--- src/rtl/st_align_if.sv ---
// Store-side bus bundle for st_align: MEM-stage store request plus dmem write port.
// st_misaligned exists only when ST_MISALIGN_TRAP_EN is defined.
interface st_align_if #(
    parameter int ADDR_W = 32
);
    logic              st_valid;
    logic              st_ready;
    logic [ADDR_W-1:0] st_addr;
    logic [31:0]       st_data;
    logic [2:0]        st_funct3;
    logic              mem_req_valid;
    logic              mem_req_ready;
    logic [ADDR_W-3:0] mem_addr;
    logic [31:0]       mem_wdata;
    logic [3:0]        mem_we;
    logic              mem_ack;
    logic              st_done;
    logic              st_err;
`ifdef ST_MISALIGN_TRAP_EN
    logic              st_misaligned;
`endif

    // master: the core/memory environment; slave: the aligner itself.
    modport master (
        output st_valid, st_addr, st_data, st_funct3, mem_req_ready, mem_ack,
        input  st_ready, mem_req_valid, mem_addr, mem_wdata, mem_we, st_done, st_err
`ifdef ST_MISALIGN_TRAP_EN
        , input st_misaligned
`endif
    );

    modport slave (
        input  st_valid, st_addr, st_data, st_funct3, mem_req_ready, mem_ack,
        output st_ready, mem_req_valid, mem_addr, mem_wdata, mem_we, st_done, st_err
`ifdef ST_MISALIGN_TRAP_EN
        , output st_misaligned
`endif
    );
endinterface

--- src/rtl/st_align.sv ---
// Store aligner: captures a store, lane-aligns data/byte-enables and runs the dmem write handshake.
// Optional misaligned-store trap is enabled by defining ST_MISALIGN_TRAP_EN.
module st_align #(
    parameter int ADDR_W  = 32,
    parameter int TIMEOUT = 15
) (
    input  logic      clk,
    input  logic      rst_n,
    st_align_if.slave bus
);

    typedef enum logic [1:0] {
        IDLE     = 2'd0,
        ISSUE    = 2'd1,
        WAIT_ACK = 2'd2
`ifdef ST_MISALIGN_TRAP_EN
        , TRAP   = 2'd3
`endif
    } state_t;

    state_t            state_q, state_d;
    logic [ADDR_W-3:0] addr_q, addr_d;
    logic [31:0]       wdata_q, wdata_d;
    logic [3:0]        we_q, we_d;
    logic [31:0]       sb_wdata;
    logic [31:0]       lane_wdata;
    logic [3:0]        lane_we;
    logic [1:0]        off;
    logic              timeout_hit;
    logic              misalign_cap;

    assign off = bus.st_addr[1:0];

    genvar gi;
    generate
        for (gi = 0; gi < 4; gi++) begin : g_sb_lane
            assign sb_wdata[8*gi +: 8] = bus.st_data[7:0];
        end
    endgenerate

    always_comb begin
        lane_we    = 4'b1111;
        lane_wdata = bus.st_data;
        case (bus.st_funct3)
            3'b000: begin
                lane_we    = 4'b0001 << off;
                lane_wdata = sb_wdata;
            end
            3'b001: begin
                // Offset 11 falls back to the upper half, matching the load-side rule.
                case (off)
                    2'b00: begin
                        lane_we    = 4'b0011;
                        lane_wdata = {16'h0000, bus.st_data[15:0]};
                    end
                    2'b01: begin
                        lane_we    = 4'b0110;
                        lane_wdata = {8'h00, bus.st_data[15:0], 8'h00};
                    end
                    default: begin
                        lane_we    = 4'b1100;
                        lane_wdata = {bus.st_data[15:0], 16'h0000};
                    end
                endcase
            end
            default: ;
        endcase
    end

`ifdef ST_MISALIGN_TRAP_EN
    assign misalign_cap = (bus.st_funct3 == 3'b001) ? off[0] :
                          (bus.st_funct3 != 3'b000) && (off != 2'b00);
`else
    assign misalign_cap = 1'b0;
`endif

    generate
        if (TIMEOUT > 0) begin : g_timeout
            localparam int CNT_W = $clog2(TIMEOUT + 1);
            logic [CNT_W-1:0] cnt_q, cnt_d;

            // cnt_q counts completed WAIT_ACK cycles, so the current cycle number is cnt_q+1.
            assign timeout_hit = (state_q == WAIT_ACK) && (cnt_q == CNT_W'(TIMEOUT - 1));

            always_comb begin
                cnt_d = '0;
                if (state_q == WAIT_ACK) begin
                    cnt_d = cnt_q + 1'b1;
                end
            end

            always_ff @(posedge clk or negedge rst_n) begin
                if (!rst_n) begin
                    cnt_q <= '0;
                end else begin
                    cnt_q <= cnt_d;
                end
            end
        end else begin : g_no_timeout
            assign timeout_hit = 1'b0;
        end
    endgenerate

    always_comb begin
        state_d            = state_q;
        addr_d             = addr_q;
        wdata_d            = wdata_q;
        we_d               = we_q;
        bus.st_ready       = 1'b0;
        bus.mem_req_valid  = 1'b0;
        bus.st_done        = 1'b0;
        bus.st_err         = 1'b0;
`ifdef ST_MISALIGN_TRAP_EN
        bus.st_misaligned  = 1'b0;
`endif
        case (state_q)
            IDLE: begin
                bus.st_ready = 1'b1;
                if (bus.st_valid) begin
                    addr_d  = bus.st_addr[ADDR_W-1:2];
                    wdata_d = lane_wdata;
                    we_d    = lane_we;
`ifdef ST_MISALIGN_TRAP_EN
                    state_d = misalign_cap ? TRAP : ISSUE;
`else
                    state_d = ISSUE;
`endif
                end
            end
            ISSUE: begin
                bus.mem_req_valid = 1'b1;
                if (bus.mem_req_ready) begin
                    if (bus.mem_ack) begin
                        bus.st_done = 1'b1;
                        state_d     = IDLE;
                    end else begin
                        state_d     = WAIT_ACK;
                    end
                end
            end
            WAIT_ACK: begin
                if (bus.mem_ack) begin
                    bus.st_done = 1'b1;
                    state_d     = IDLE;
                end else if (timeout_hit) begin
                    bus.st_err  = 1'b1;
                    state_d     = IDLE;
                end
            end
`ifdef ST_MISALIGN_TRAP_EN
            TRAP: begin
                bus.st_misaligned = 1'b1;
                state_d           = IDLE;
            end
`endif
            default: state_d = IDLE;
        endcase
    end

    // Byte enables are gated so they can only be seen alongside a live request.
    assign bus.mem_addr  = addr_q;
    assign bus.mem_wdata = wdata_q;
    assign bus.mem_we    = (state_q == ISSUE) ? we_q : 4'b0000;

    always_ff @(posedge clk or negedge rst_n) begin
        if (!rst_n) begin
            state_q <= IDLE;
            addr_q  <= '0;
            wdata_q <= '0;
            we_q    <= '0;
        end else begin
            state_q <= state_d;
            addr_q  <= addr_d;
            wdata_q <= wdata_d;
            we_q    <= we_d;
        end
    end

    logic unused_ok;
    assign unused_ok = misalign_cap;

endmodule

--- src/flat_wrapper.sv ---
// flat-port wrapper written by rule: the top's interface ports become plain ports
module st_align_flat 
#(
    parameter int ADDR_W  = 32,
    parameter int TIMEOUT = 15
)
  (clk, rst_n, bus_st_valid, bus_st_addr, bus_st_data, bus_st_funct3, bus_mem_req_ready, bus_mem_ack, bus_st_ready, bus_mem_req_valid, bus_mem_addr, bus_mem_wdata, bus_mem_we, bus_st_done, bus_st_err);
  st_align_if #(.ADDR_W(ADDR_W)) bus_i ();
  input  logic clk;
  input  logic rst_n;
  input wire logic [$bits(bus_i.st_valid)-1:0] bus_st_valid;
  input wire logic [$bits(bus_i.st_addr)-1:0] bus_st_addr;
  input wire logic [$bits(bus_i.st_data)-1:0] bus_st_data;
  input wire logic [$bits(bus_i.st_funct3)-1:0] bus_st_funct3;
  input wire logic [$bits(bus_i.mem_req_ready)-1:0] bus_mem_req_ready;
  input wire logic [$bits(bus_i.mem_ack)-1:0] bus_mem_ack;
  output wire logic [$bits(bus_i.st_ready)-1:0] bus_st_ready;
  output wire logic [$bits(bus_i.mem_req_valid)-1:0] bus_mem_req_valid;
  output wire logic [$bits(bus_i.mem_addr)-1:0] bus_mem_addr;
  output wire logic [$bits(bus_i.mem_wdata)-1:0] bus_mem_wdata;
  output wire logic [$bits(bus_i.mem_we)-1:0] bus_mem_we;
  output wire logic [$bits(bus_i.st_done)-1:0] bus_st_done;
  output wire logic [$bits(bus_i.st_err)-1:0] bus_st_err;
  assign bus_i.st_valid = bus_st_valid;
  assign bus_i.st_addr = bus_st_addr;
  assign bus_i.st_data = bus_st_data;
  assign bus_i.st_funct3 = bus_st_funct3;
  assign bus_i.mem_req_ready = bus_mem_req_ready;
  assign bus_i.mem_ack = bus_mem_ack;
  assign bus_st_ready = bus_i.st_ready;
  assign bus_mem_req_valid = bus_i.mem_req_valid;
  assign bus_mem_addr = bus_i.mem_addr;
  assign bus_mem_wdata = bus_i.mem_wdata;
  assign bus_mem_we = bus_i.mem_we;
  assign bus_st_done = bus_i.st_done;
  assign bus_st_err = bus_i.st_err;
  st_align #(.ADDR_W(ADDR_W), .TIMEOUT(TIMEOUT)) u_core (.clk(clk), .rst_n(rst_n), .bus(bus_i));
endmodule
--- config.mk ---
export PLATFORM = sky130hd
export DESIGN_NAME = st_align_flat
export DESIGN_NICKNAME = d
export VERILOG_FILES = /design/src/rtl/st_align_if.sv /design/src/rtl/st_align.sv /design/src/flat_wrapper.sv
export SDC_FILE = /design/constraint.sdc
export NUM_CORES = 1
export LEC_CHECK = 0
export CAP_MARGIN = 20
export CORE_MARGIN = 1.5
export CORE_UTILIZATION = 37
export CTS_CLUSTER_SIZE = 40
export DETAILED_ROUTE_END_ITERATION = 12
export PLACE_DENSITY = 0.82
export SETUP_SLACK_MARGIN = 0.4
export SYNTH_ARGS = -nofsm -noshare
export SYNTH_HDL_FRONTEND = slang
export SYNTH_SLANG_ARGS = --single-unit
--- constraint.sdc ---
create_clock -name clk -period 2.2 [get_ports clk]
set_clock_uncertainty 0.05 [all_clocks]
set_input_delay 0.66 -clock clk [delete_from_list [all_inputs] [get_ports clk]]
set_output_delay 0.66 -clock clk [all_outputs]
set_load 0.03 [all_outputs]
; Yosys cells after proc, flatten, opt, wreduce, memory -nomap -nowiden
; Cells that the tools add are included.
[word_totals]
ff_bits = 72
[op_classes]
n_mux = 20
eq_ne = 8
addsub = 1
reduce_logical = 6
shifts = 1
[op_table]
columns = op, count
row1 = $pmux 32 s2, 2
row2 = $pmux 4 s2, 2
row3 = $mux 2, 5
row4 = $mux 4, 2
row5 = $mux 1, 7
row6 = $pmux 2 s3, 1
row7 = $add 4x1->4 const B, 1
row8 = $eq 2x1->1 const B, 2
row9 = $eq 4x4->1 const B, 1
row10 = $logic_not 2->1, 2
row11 = $ne 2x2->1 const B, 2
row12 = $shl 1x2->4 const A, 1
row13 = $eq 3x1->1 const B, 1
row14 = $logic_not 3->1, 1
row15 = $ne 3x2->1 const B, 1
row16 = $reduce_and 3->1, 1
row17 = $eq 2x2->1 const B, 1
row18 = $pmux 1 s2, 1
row19 = $reduce_and 2->1, 1
row20 = $logic_and 1x1->1, 1

; Longest topological paths before layout
; Gate-level depths: netlist (run 1).
[depth]
word_depth = 5
depth_mapped = 7
mapped_depth_nobuf = 5

; Worst setup path before layout (run 1)
; No wires, ideal clock.
[synth_timing]
path_kind = register to output
startpoint = register u_core.g_timeout.cnt_q[0]
endpoint = output bus_st_err
arrival_ns = 1.453
path_slack_ns = 0.037
path_stages_with_launch = 5
n_path_buf = 0
cell_sequence = dfrtp_1 > inv_1 > ha_1 > nand3_1 > nor3b_1
[synth_between]
elab_chain_cells = 5
[synth_lines]
columns = element, line
row1 = start: declaration, st_align.sv:80  ; logic [CNT_W-1:0] cnt_q, cnt_d;
row2 = start signal: assignment, st_align.sv:96  ; cnt_q <= cnt_d;
row3 = $eq 4x4->1, st_align.sv:83  ; assign timeout_hit = (state_q == WAIT_ACK) && (cnt_q == CNT_W'(TIMEOUT - 1));
row4 = $logic_and 1x1->1, st_align.sv:83
row5 = $mux 1, st_align.sv:145  ; end else if (timeout_hit) begin
row6 = $mux 1, st_align.sv:142  ; if (bus.mem_ack) begin
row7 = $mux 1, st_align.sv:116  ; case (state_q)
row8 = end: declaration, flat_wrapper.sv:23  ; output wire logic [$bits(bus_i.st_err)-1:0] bus_st_err;
; Every way passes these cells.

; Final worst setup path (run 1)
[layout_timing]
startpoint = register u_core.state_q[0]
endpoint = output bus_st_done
[layout_between]
elab_chain_cells = 2
word_cells_on_any_way = 3
cone_classes = eq/ne: 2 / mux: 1
[layout_lines]
columns = element, line
row1 = start: declaration, st_align.sv:21  ; state_t state_q, state_d;
row2 = start signal: assignment, st_align.sv:172  ; state_q <= state_d;
row3 = $eq 2x2->1 or $eq 2x1->1 (tied branches), st_align.sv:116
row4 = $pmux 1 s2 (*), st_align.sv:116
row5 = end: declaration, flat_wrapper.sv:22  ; output wire logic [$bits(bus_i.st_done)-1:0] bus_st_done;
; Mark *: on every way between the ends. The rest lies on a longest branch, timed or not.

==> results.py, run 1 <==
metrics = {
    "critical_path": {
        "worstPathMaxFanout": 3,
        "cp.arrival_ns": 1.44,
        "worstReg2RegStart": "u_core.state_q[0]$_DFFE_PN0P_",
        "reg2reg_depth": 6,
        "crit_required_ns": 1.49,
        "crit_type": "flip-flop to output port",
        "ff2ff_setup_slack_ns": 0.47,
        "r2r_end": "u_core.state_q[0]$_DFFE_PN0P_",
        "crit_path_end_kind": "output port",
        "cp-start-kind": "flip-flop",
    },
    "yosys": {
        "syn_inst": 368,
        "synth_cell_type_count": 37,
        "yosys_warnings": 0,
        "ys.flop_type": "dfrtp_1",
        "syn_nets": 446,
        "synth_edf_count": 0,
        "synth-seq-area-share_pct": 53.6,
        "synthArstFlopShare_pct": 100,
        "avgSynthCellArea_um2": 9.14,
        "ys_ff_latch": 72,
        "synth_area_mm2": 0.00336,
    },
    "global_routing": {
        "antenna_found_initial": 0,
        "grt_pass1_vias": 3347,
        "overflow": 0,
        "grt_pass1_wl_um": 16500,
        "grt_start_max_net_pins": 72,
        "grt_usage_pct": 21.4,
    },
    "die": {
        "pin_count": 142,
        "die_x_um": 98.3,
        "fp.dieH_um": 98.3,
        "die-area_mm2": 0.00967,
        "coreArea_mm2": 0.00876,
        "start_util_pct": 38.4,
        "rows": 34,
    },
    "placement": {
        "dp_hpwl_um": 7340,
        "gp_congestion": 0.885,
        "portBuffers": 141,
        "placed_cell_area_mm2": 0.00498,
        "place_ws_ns": -0.117,
    },
    "drt": {
        "drt_iter0_drc": 98,
        "postRouteAntennaNets": 0,
        "wl_per_cell_um": 16.1,
        "viasPerCell": 5.18,
        "remaining_drc_errors": 0,
        "num_vias": 3303,
        "wirelength_um": 10300,
        "firstDrtPassIters": 4,
    },
    "sta": {
        "rsz0062_at_grt": "true",
        "maxSlewViolCount": 0,
        "hold-worst-slack_ns": 0.196,
        "hold_viol": 0,
        "fmax_mhz": 466,
        "finalCriticalPeriod_ns": 2.15,
        "relSlewSlack_pct": 72.2,
        "tightest_slew_ns": 0.417,
        "layout_setup_ws_ns": 0.0520,
        "setup_viol": 0,
        "period_share_pct": 97.6,
    },
    "final_layout": {
        "syn_to_final_growth_pct": 56.8,
        "nets": 603,
        "fin_area_mm2": 0.00527,
        "final_util_pct": 60.2,
        "drive_above_1_share_pct": 26.4,
        "n_antenna_cell": 0,
    },
    "clock_network": {
        "cts-root-buf": "clkbuf_8",
        "numClockSinks": 72,
        "clock_path_buffers": 2,
        "htree_levels": 3,
        "clock_latency_ns": 0.34,
        "clkTransAtPathRegs_ns": 0.08,
        "cts_buffers": 9,
        "cts_tree": "done",
        "ctsHoldBuffers": 0,
    },
    "run_status": {
        "outcome": "completed",
    },
    "power_and_ir_drop": {
        "peakVddDrop_uv": 577,
        "powerDensity_mw_per_mm2": 1370,
        "power_leakage_nw": 2.42,
        "finalPower_mw": 7.24,
    },
    "min_path": {
        "hold_path.class": "primary input to async pin",
    },
    "run": {
        "max-cap-violations": 0,
    },
}
-- layout make-up --
type / count / area, um2
clock buffers: 10 / 138
clock inverters: 6 / 43.8
fillers: 739 / 3490
inverters: 4 / 15.0
multi-input cells: 268 / 1560
flip-flops and latches: 72 / 1800
well taps: 108 / 135
repair buffers: 170 / 1580
-- sequential cells by signal, indices dropped and copies added, names as in the netlist --
register,count
u_core.we_q,4
u_core.bus.mem_addr,30
u_core.g_timeout.cnt_q,4
u_core.state_q,2
u_core.bus.mem_wdata,32
-- power breakdown --
group | internal (mW) | total [mW] | switching [mW]
Sequential | 1.92 | 2.26 | 0.337
Clock | 0.444 | 0.956 | 0.512
Combinational | 1.52 | 4.03 | 2.51
-- critical path: stages (launching register included) --
cell and delay [ns]:
dfrtp_1 0.43, inv_2 0.10, ha_4 0.28, nand2_4 0.04, nor2_4 0.11, buf_6 0.13
-- metrics by stage --
step,setup TNS [ns],cells
2_1_floorplan,0,368
3_3_place_gp,-0.102,613
3_5_place_dp,-0.257,613
4_1_cts,0,637
5_1_grt,-0.00772,638
6_report,0,638
-- Yosys cell counts (2+ instances only) --
master / count / area, um2
buf_2: 5 / 25.0
a31oi_1: 11 / 68.8
o21ai_0: 15 / 75.1
and3_1: 2 / 12.5
nor4b_1: 6 / 52.6
ha_1: 6 / 75.1
nor2b_1: 6 / 37.5
a211oi_1: 3 / 22.5
clkbuf_1: 14 / 52.6
dfrtp_1: 72 / 1800
inv_1: 4 / 15.0
o211ai_1: 17 / 128
a221oi_1: 5 / 43.8
and2_1: 7 / 43.8
a21oi_1: 10 / 50.1
buf_6: 4 / 45.0
nand3_1: 18 / 90.1
o21ai_1: 2 / 10.0
o31ai_1: 2 / 15.0
nor2_1: 16 / 60.1
nand2_1: 127 / 477
-- routing by layer --
layer	track usage, %	routed length (um)	part of all wire (%)	vias up
met3	5.58	753	7.3	21
met2	36.8	5010	49	136
met5	0	0	0	-
met1	26.0	4240	41	1580
met4	7.58	250	2.4	0
li1	-	-	-	1566
-- cells by family after synthesis --
family	share of synthesized area, %
AOI/OAI and AO/OA	13.4
xor gates and xnor gates	0.521
adders and majority gates	2.23
buffers and inverters	4.32
DFF	53.6
muxes	0.335
and+or+nand+nor	25.6
-- timing repair --
item	CTS	global route
endpoints found under the setup margin	90	70
resized for setup	173	58
setup buffers	8	1
hold endpoints to repair	0	0
pin swaps	3	4
-- worst max-delay path by stage --
stage / from / end / slack [ns] / cells past startpoint
floorplan: u_core.g_timeout.cnt_q[0]$_DFF_PN0_ / bus_st_err / 0.38 / 4
global placement: bus_mem_ack / bus_st_done / -0.09 / 4
detailed placement: bus_mem_ack / bus_st_done / -0.12 / 4
CTS: u_core.state_q[1]$_DFFE_PN0P_ / bus_st_done / 0.06 / 6
global route: u_core.state_q[0]$_DFFE_PN0P_ / bus_st_err / -0.005 / 4
finish: u_core.state_q[0]$_DFFE_PN0P_ / bus_st_done / 0.05 / 5
-- cells in the final DEF, fill, tap and decap left out, types with 8 or more instances in the layout --
cell / Yosys / routed
nand2_1: 127 / 125
dfrtp_1: 72 / 72
clkdlybuf4s50_1: 0 / 64
clkdlybuf4s15_2: 0 / 30
clkbuf_2: 0 / 28
buf_4: 1 / 27
nand3_1: 18 / 17
o211ai_1: 17 / 17
nor2_1: 16 / 15
o21ai_0: 15 / 15
a31oi_1: 11 / 11
clkbuf_8: 0 / 10
a21oi_1: 10 / 9
buf_6: 4 / 8
Note: power is estimated with default switching activity, not from simulation.
==> run 2: changes to the inputs <==
--- a/config.mk
+++ b/config.mk
@@ -6,12 +6,15 @@
 export NUM_CORES = 1
 export LEC_CHECK = 0
 export CAP_MARGIN = 20
+export CELL_PAD_IN_SITES_DETAIL_PLACEMENT = 0
+export CELL_PAD_IN_SITES_GLOBAL_PLACEMENT = 1
 export CORE_MARGIN = 1.5
-export CORE_UTILIZATION = 37
+export CORE_UTILIZATION = 31
 export CTS_CLUSTER_SIZE = 40
 export DETAILED_ROUTE_END_ITERATION = 12
-export PLACE_DENSITY = 0.82
+export PLACE_DENSITY = 0.91
 export SETUP_SLACK_MARGIN = 0.4
+export SLEW_MARGIN = 20
 export SYNTH_ARGS = -nofsm -noshare
 export SYNTH_HDL_FRONTEND = slang
 export SYNTH_SLANG_ARGS = --single-unit
==> results.py, run 2 (synthesis results as in run 1) <==
metrics = {
    "die": {
        "die-area_mm2": 0.0115,
        "pin_count": 142,
        "fp.dieH_um": 107,
        "coreArea_mm2": 0.0104,
        "rows": 37,
        "start_util_pct": 32.3,
        "die_x_um": 107,
    },
    "power_and_ir_drop": {
        "seqPwrFrac_pct": 31.3,
        "p_int_mw": 3.88,
        "p_sw_share_pct": 46.4,
        "clkPwrFrac_pct": 12.4,
        "peakVddDrop_uv": 558,
        "powerDensity_mw_per_mm2": 1360,
        "p_comb_share_pct": 56.3,
        "finalPower_mw": 7.24,
        "power_leakage_nw": 2.43,
        "p_sw_mw": 3.36,
    },
    "drt": {
        "viasPerCell": 4.93,
        "wirelength_um": 10500,
        "remaining_drc_errors": 0,
        "postRouteAntennaNets": 0,
        "num_vias": 3305,
        "drt_iter0_drc": 167,
        "wl_per_cell_um": 15.7,
        "firstDrtPassIters": 4,
    },
    "clock_network": {
        "clkTransAtPathRegs_ns": 0.08,
        "clock_latency_ns": 0.34,
        "cts-root-buf": "clkbuf_8",
        "cts_buffers": 9,
        "cts_tree": "done",
        "numClockSinks": 72,
        "clock_path_buffers": 2,
        "htree_levels": 3,
    },
    "critical_path": {
        "ff2ff_setup_slack_ns": 0.41,
        "crit_required_ns": 1.49,
        "crit_path_end_kind": "output port",
        "crit_type": "flip-flop to output port",
        "cp-start-kind": "flip-flop",
        "worstPathMaxFanout": 6,
        "cp.arrival_ns": 1.42,
    },
    "final_layout": {
        "drive_above_1_share_pct": 27.5,
        "final_cell_mix": "125 x nand2_1, 71 x dfrtp_1, 63 x clkdlybuf4s50_1",
        "multi_input_area_mm2": 0.00155,
        "final_util_pct": 51.1,
        "fillers": 961,
        "register_area_mm2": 0.00180,
        "largest_reg_flops": 32,
        "n_antenna_cell": 0,
        "instances_no_fill": 670,
        "syn_to_final_growth_pct": 58.4,
        "nets": 608,
        "final_common_cell": "nand2_1",
    },
    "placement": {
        "portBuffers": 141,
        "dp_hpwl_um": 7610,
        "place_ws_ns": -0.102,
        "place_inst": 646,
        "gp_congestion": 0.889,
    },
    "global_routing": {
        "antenna_found_initial": 0,
        "grt_pass1_wl_um": 16500,
        "grt_start_max_net_pins": 38,
        "grt_pass1_vias": 3337,
        "grt_usage_pct": 18.4,
        "overflow": 0,
    },
    "sta": {
        "tightest_slew_ns": 0.495,
        "hold-worst-slack_ns": 0.221,
        "fmax_mhz": 469,
        "setup_viol": 0,
        "relSlewSlack_pct": 67.0,
        "rsz0062_at_grt": "true",
        "layout_setup_ws_ns": 0.0677,
        "finalCriticalPeriod_ns": 2.13,
        "period_share_pct": 96.9,
        "maxSlewViolCount": 0,
        "hold_viol": 0,
    },
    "run": {
        "max-cap-violations": 0,
    },
    "min_path": {
        "hold_path.class": "primary input to async pin",
    },
    "run_status": {
        "outcome": "completed",
    },
}
run 2: what timing repair did:
action                                  in CTS  in global routing
setup buffers                                7                  2
pin swaps                                    3                  7
endpoints found under the setup margin      80                 76
hold buffers                                 0                  0
cloned                                       0                  0
resized for setup                          183                 54
run 2: worst paths after layout:
check                           cells after the start                          startpoint                             endpoint
worst min register to register                      2  u_core.bus.mem_addr[3]$_DFFE_PN0P_   u_core.bus.mem_addr[3]$_DFFE_PN0P_
worst min-delay path                                1                               rst_n  u_core.bus.mem_wdata[1]$_DFFE_PN0P_
worst max register to register                      7       u_core.state_q[1]$_DFFE_PN0P_        u_core.state_q[0]$_DFFE_PN0P_
worst max-delay path                                6       u_core.state_q[1]$_DFFE_PN0P_                          bus_st_done
max in group asynchronous                           2                               rst_n        u_core.state_q[0]$_DFFE_PN0P_
min in group clk                                    2  u_core.bus.mem_addr[3]$_DFFE_PN0P_   u_core.bus.mem_addr[3]$_DFFE_PN0P_
run 2: worst max-delay path, stage by stage (launching register included):
cell     delay (ns)
dfrtp_1        0.39
inv_2          0.09
ha_4           0.17
buf_6          0.13
a21oi_4        0.13
nor2_4         0.04
buf_6          0.13
run 2: area by class of cell:
type                       count  area share [%]
sequential                    72            33.9
timing repair buffer         175            30.5
multi-input combinational    268            29.1
tap                          136            3.20
clock buffer                   9            2.33
clock inverter                 6           0.705
inverter                       4           0.329
run 2: power groups by stage:
stage	logic [mW]	registers, mW	clock network, mW
6_report	4.07	2.27	0.895
3_5_place_dp	4.11	2.28	0
2_1_floorplan	1.26	3.32	0
3_3_place_gp	4.04	2.27	0
5_1_grt	4.36	2.33	0.982
4_1_cts	4.11	2.26	0.928
run 2: routing by layer:
layer | vias up | wire length (um) | track usage, %
met5 | - | 0 | 0
met4 | 0 | 217 | 5.90
met3 | 21 | 752 | 5.05
met2 | 148 | 5120 | 31.4
met1 | 1564 | 4440 | 22.3
li1 | 1572 | - | -
run 2: stage by stage:
stage | TNS (ns) | area [um2]
final | 0 | 5330
after global placement | -0.0744 | 5060
after CTS | 0 | 5390
after detailed placement | -0.152 | 5060
after floorplan | 0 | 3390
after global routing | 0 | 5330
==> run 3: changes to the inputs <==
--- a/config.mk
+++ b/config.mk
@@ -9,10 +9,11 @@
 export CELL_PAD_IN_SITES_DETAIL_PLACEMENT = 0
 export CELL_PAD_IN_SITES_GLOBAL_PLACEMENT = 1
 export CORE_MARGIN = 1.5
-export CORE_UTILIZATION = 31
+export CORE_UTILIZATION = 28
+export CTS_CLUSTER_DIAMETER = 60
 export CTS_CLUSTER_SIZE = 40
 export DETAILED_ROUTE_END_ITERATION = 12
-export PLACE_DENSITY = 0.91
+export PLACE_DENSITY = 0.88
 export SETUP_SLACK_MARGIN = 0.4
 export SLEW_MARGIN = 20
 export SYNTH_ARGS = -nofsm -noshare
==> constraint.sdc (replaced) <==
create_clock -name clk -period 1.8 [get_ports clk]
set_clock_uncertainty 0.05 [all_clocks]
set_input_delay 0.54 -clock clk [delete_from_list [all_inputs] [get_ports clk]]
set_output_delay 0.54 -clock clk [all_outputs]
set_load 0.03 [all_outputs]
==> results.py, run 3 (synthesis results as in run 1) <==
metrics = {
    "run_status": {
        "outcome": "finished, violations left",
        "failed_checks": "DRC, setup timing",
    },
    "critical_path": {
        "path_buf_inv": 2,
        "cp_slowest_cell": "dfrtp_1",
        "crit_type": "flip-flop to output port",
        "cpMostUsedCell": "buf_6",
        "cp.arrival_ns": 1.40,
        "worstPathMaxFanout": 7,
        "crit_family": "flip-flops",
        "crit_path_end_kind": "output port",
        "cp_cell_sequence": "buf_6 > ha_4 > a21oi_4 > nor2_4 > buf_6",
        "max_stage_delay_ns": 0.41,
        "cp-start-kind": "flip-flop",
        "crit_required_ns": 1.21,
    },
    "final_layout": {
        "largest_reg_flops": 32,
        "final_common_cell": "buf_6",
        "final_util_pct": 62.5,
        "final_cell_mix": "79 x buf_6, 75 x buf_4, 71 x dfrtp_1",
        "syn_to_final_growth_pct": 115,
        "nets": 685,
        "fin_area_mm2": 0.00723,
        "n_antenna_cell": 0,
        "drive_above_1_share_pct": 55.6,
    },
    "die": {
        "rows": 39,
        "coreArea_mm2": 0.0116,
        "start_util_pct": 29.1,
        "die_x_um": 113,
        "pin_count": 142,
        "die-area_mm2": 0.0127,
        "fp.dieH_um": 113,
    },
    "power_and_ir_drop": {
        "p_sw_mw": 5.35,
        "p_sw_share_pct": 41.8,
        "p_int_mw": 7.46,
        "clkPwrFrac_pct": 12.5,
        "p_comb_share_pct": 64.4,
        "powerDensity_mw_per_mm2": 1770,
        "power_leakage_nw": 3.37,
        "seqPwrFrac_pct": 23.1,
        "peakVddDrop_uv": 832,
    },
    "sta": {
        "tightest_slew_ns": 0.398,
        "period_share_pct": 111,
        "finalCriticalPeriod_ns": 1.99,
        "rsz0062_at_grt": "true",
        "maxSlewViolCount": 0,
        "layout_setup_ws_ns": -0.192,
        "fmax_mhz": 502,
        "relSlewSlack_pct": 73.5,
        "hold_viol": 0,
        "setup_viol": 7,
        "hold-worst-slack_ns": 0.151,
        "setup_tns_ns": -1.05,
    },
    "clock_network": {
        "htree_levels": 3,
        "clock_latency_ns": 0.33,
        "clkTransAtPathRegs_ns": 0.06,
        "ctsHoldBuffers": 0,
        "cts_buffers": 9,
        "numClockSinks": 72,
        "clock_path_buffers": 2,
        "cts-root-buf": "clkbuf_16",
        "cts_tree": "done",
    },
    "placement": {
        "gp_congestion": 0.914,
        "dp_hpwl_um": 8010,
        "portBuffers": 141,
        "placed_cell_area_mm2": 0.00526,
    },
    "min_path": {
        "hold_path.class": "primary input to async pin",
    },
    "drt": {
        "wl_per_cell_um": 18.3,
        "remaining_drc_errors": 14,
        "drt_iter0_drc": 246,
        "viasPerCell": 4.99,
        "num_vias": 3756,
        "firstDrtPassIters": 10,
        "wirelength_um": 13800,
        "postRouteAntennaNets": 0,
    },
    "global_routing": {
        "grt_pass1_wl_um": 20900,
        "overflow": 0,
        "grt_pass1_vias": 3841,
        "grt_start_max_net_pins": 73,
        "antenna_found_initial": 0,
        "grt_usage_pct": 21.3,
    },
    "run": {
        "max-cap-violations": 0,
    },
}
==> run 3: cell types whose count changed in the layout (fill, tap and decap cells not counted), moves of 10 or more <==
cell             before  now
buf_4                28   75
buf_6                12   79
clkbuf_16             0   10
clkbuf_2             29    0
clkdlybuf4s15_2      30    1
nand2_1             125   56
nand2_2               2   33
nand2_4               0   35
o21ai_0              14    1
o21ai_2               0   13
==> run 3: final cells by class <==
class	count	area, um2
clock buffers	13	250
clock inverters	1	5.00
fillers	897	4330
inverters	4	15.0
multi-input cells	272	2290
flip-flops and latches	72	1800
well taps	143	179
repair buffers	248	2690
==> run 3: metal layers <==
layer	track usage, %	wire [um]	vias to the layer above
met4	6.67	205	0
met3	4.75	908	19
met2	36.4	7130	164
met1	26.8	5570	1827
met5	0	0	-
li1	-	-	1746
==> run 3: worst register-to-register path, cell delays in order (launching register included) <==
cell	delay (ns)
dfrtp_1	0.41
buf_6	0.14
ha_4	0.18
buf_4	0.14
nor2b_1	0.14
a211oi_2	0.23
mux2_4	0.33
==> run 3: power by group through the flow <==
stage               Sequential, mW  Combinational [mW]  Clock, mW
floorplan                     4.07                1.77          0
global placement              2.82                5.22          0
detailed placement            2.84                5.31          0
CTS                           2.97                7.29       1.61
global route                  3.03                8.69       1.70
finish                        2.96                8.25       1.60
==> run 3: worst paths after layout <==
| check | start | cells past startpoint | endpoint | slack [ns] |
|---|---|---|---|---|
| setup / recovery | u_core.state_q[0]$_DFFE_PN0P_ | 5 | bus_st_done | -0.19 |
| max in group asynchronous | rst_n | 2 | u_core.bus.mem_wdata[28]$_DFFE_PN0P_ | 1.21 |
| setup reg to reg | u_core.state_q[0]$_DFFE_PN0P_ | 6 | u_core.state_q[0]$_DFFE_PN0P_ | 0.07 |
| hold / removal | rst_n | 2 | u_core.bus.mem_addr[25]$_DFFE_PN0P_ | 0.15 |
| min in group clk | u_core.we_q[0]$_DFFE_PN0P_ | 2 | u_core.we_q[0]$_DFFE_PN0P_ | 0.42 |
| hold reg to reg | u_core.we_q[0]$_DFFE_PN0P_ | 2 | u_core.we_q[0]$_DFFE_PN0P_ | 0.42 |
==> run 3: through the flow <==
stage / worst slack, ns / total power, mW / cells
after CTS: -0.189 / 11.9 / 726
after detailed placement: -0.382 / 8.15 / 661
final: -0.192 / 12.8 / 753
after floorplan: 0.161 / 5.84 / 368
after global placement: -0.362 / 8.04 / 661
after global routing: -0.228 / 13.4 / 753
==> run 3: what timing repair did <==
action                     CTS  global route
buffers inserted            38            26
pin swaps                   45            57
gates resized for setup    571            71
gates cloned                13             1
setup endpoints to repair  138           138
==> RTL edit: new RTL, flow settings as in run 1 <==
Take the reset off `addr_q` and load it in a clocked block of its own.
--- a/src/rtl/st_align.sv
+++ b/src/rtl/st_align.sv
@@ -165,15 +165,17 @@
     always_ff @(posedge clk or negedge rst_n) begin
         if (!rst_n) begin
             state_q <= IDLE;
-            addr_q  <= '0;
             wdata_q <= '0;
             we_q    <= '0;
         end else begin
             state_q <= state_d;
-            addr_q  <= addr_d;
             wdata_q <= wdata_d;
             we_q    <= we_d;
         end
+    end
+
+    always_ff @(posedge clk) begin
+        addr_q <= addr_d;
     end
 
     logic unused_ok;
Behaviour: not the same (a bounded check fails within 4 cycles, from zero or initial values and one cycle with rst_n low).
==> RTL edit against run 1 <==
Wire length down 10%; die area fell by 5.1%; count of clock-buffer cells in the layout fell by 1; final cell count decreased by 14%; cell area is 3.7% lower; total power is 12% lower; fmax increased by 2.4%; area after synthesis fell by 5.2%; sequential cell count stayed put; first-iteration DRC count grew 10%; setup slack improved by 0.050 ns.
==> RTL edit: results (changes against run 1) <==
grt_pass1_vias: 2872  # -14%
synthArstFlopShare_pct: 58.3  # -42 points
worst_slew_pin_slew_ns: 0.647  # +0.230 ns
layout.nets: 516  # -14%
critPathMaxStageDelay_ns: 0.42
clkPwrFrac_pct: 16.1  # +2.9 points
io_buffers: 141  # unchanged
wl_per_cell_um: 16.8  # +4.8%
postPlaceCellArea_sq_um: 4840  # -3.0%
critPathMaxFanout: 8  # +5
grt_pass1_wl_um: 14200  # -14%
powerComb_mw: 3.19  # -21%
crit_family: "flip-flops"
syn-num-nets: 350  # -22%
gp_congestion: 0.859  # -2.9%
drt-total-wl_um: 9230  # -10%
htreeDepth: 3  # unchanged
critPathLaunch: "u_core.state_q[0]$_DFFE_PN0P_"
root_buffer: "clkbuf_8"
yosysSeqAreaShare_pct: 61.2  # +7.7 points
antenna_found_initial: 0  # unchanged
routed-via-count: 2828  # -14%
synth.top_cells.by_count: "dfrtp_1, nand2_1, edfxtp_1"
clock_latency_ns: 0.34  # about the same
max-vdd-ir-drop_uv: 553  # -4.1%
grt_use_total_pct: 20.3  # -1.1 points
worst_path_max_delay_cell: "dfrtp_1"
ant_nets: 0  # unchanged
post-place-ws_ns: -0.130  # -0.0132 ns
drt_iter0_drc: 108  # +10%
antennaDiodeCount: 0  # unchanged
outcome: "completed"
switching_share_pct: 42.0  # -4.3 points
synthTopCellsByArea: "dfrtp_1, edfxtp_1, o211ai_1"
pg_clk_mw: 1.02  # +7%
arrival_ns: 1.39  # -0.05 ns
yosys_warnings: 0  # unchanged
yosysUniqueCellTypes: 40  # +8.1%
p_leak_nw: 2.05  # -15%
drive_above_1_share_pct: 31.6  # +5.2 points
grt_max_degree: 57  # -21%
rr_startpoint: "u_core.state_q[1]$_DFFE_PN0P_"
hpwl_um: 6770  # -7.9%
cts_buffer_depth: 2  # unchanged
syn_inst: 272  # -26%
synth_edf_count: 30  # +30
cts_buffers: 9  # unchanged
[RTL edit: layout make-up]
class,instances,area [sq um]
clock buffers,9,124
inverters,5,18.8
repair buffers,173,1580
clock inverters,7,70.1
fillers,688,3220
well taps,105,131
multi-input cells,177,1210
flip-flops and latches,72,1950
[RTL edit: timing repair]
action | in CTS | in global routing
buffers inserted | 6 | 1
endpoints found under the hold margin | 0 | 0
resized for setup | 165 | 65
pin swaps | 4 | 3
setup endpoints to repair | 94 | 58
hold buffers | 0 | 0
cloned | 0 | 1
[RTL edit: routing by layer]
| layer | GRT usage [%] | routed length, um |
|---|---|---|
| met1 | 26.0 | 4020 |
| met2 | 33.4 | 4350 |
| met3 | 6.00 | 775 |
| met4 | 5.76 | 80 |
| met5 | 0 | 0 |
[RTL edit: worst paths after layout]
| check | to | slack, ns | cells after the start |
|---|---|---|---|
| setup / recovery | bus_st_done | 0.10 | 5 |
| hold / removal | u_core.bus.mem_wdata[28]$_DFFE_PN0P_ | 0.29 | 1 |
| setup reg to reg | u_core.state_q[0]$_DFFE_PN0P_ | 0.45 | 6 |
| hold reg to reg | u_core.bus.mem_wdata[31]$_DFFE_PN0P_ | 0.44 | 2 |
| max in group asynchronous | u_core.bus.mem_wdata[14]$_DFFE_PN0P_ | 1.20 | 2 |
| min in group clk | u_core.bus.mem_wdata[31]$_DFFE_PN0P_ | 0.44 | 2 |
[RTL edit: logic make-up after synthesis]
kind of cell / after synthesis / synth area share (%)
AND/OR/NAND/NOR: 99 / 16.3
flip-flops: 72 / 61.2
AO/OA/AOI/OAI: 69 / 14.9
buffers and inverters: 23 / 4.32
adder cells (fa/ha/maj): 6 / 2.36
XOR/XNOR: 2 / 0.550
multiplexers: 1 / 0.353
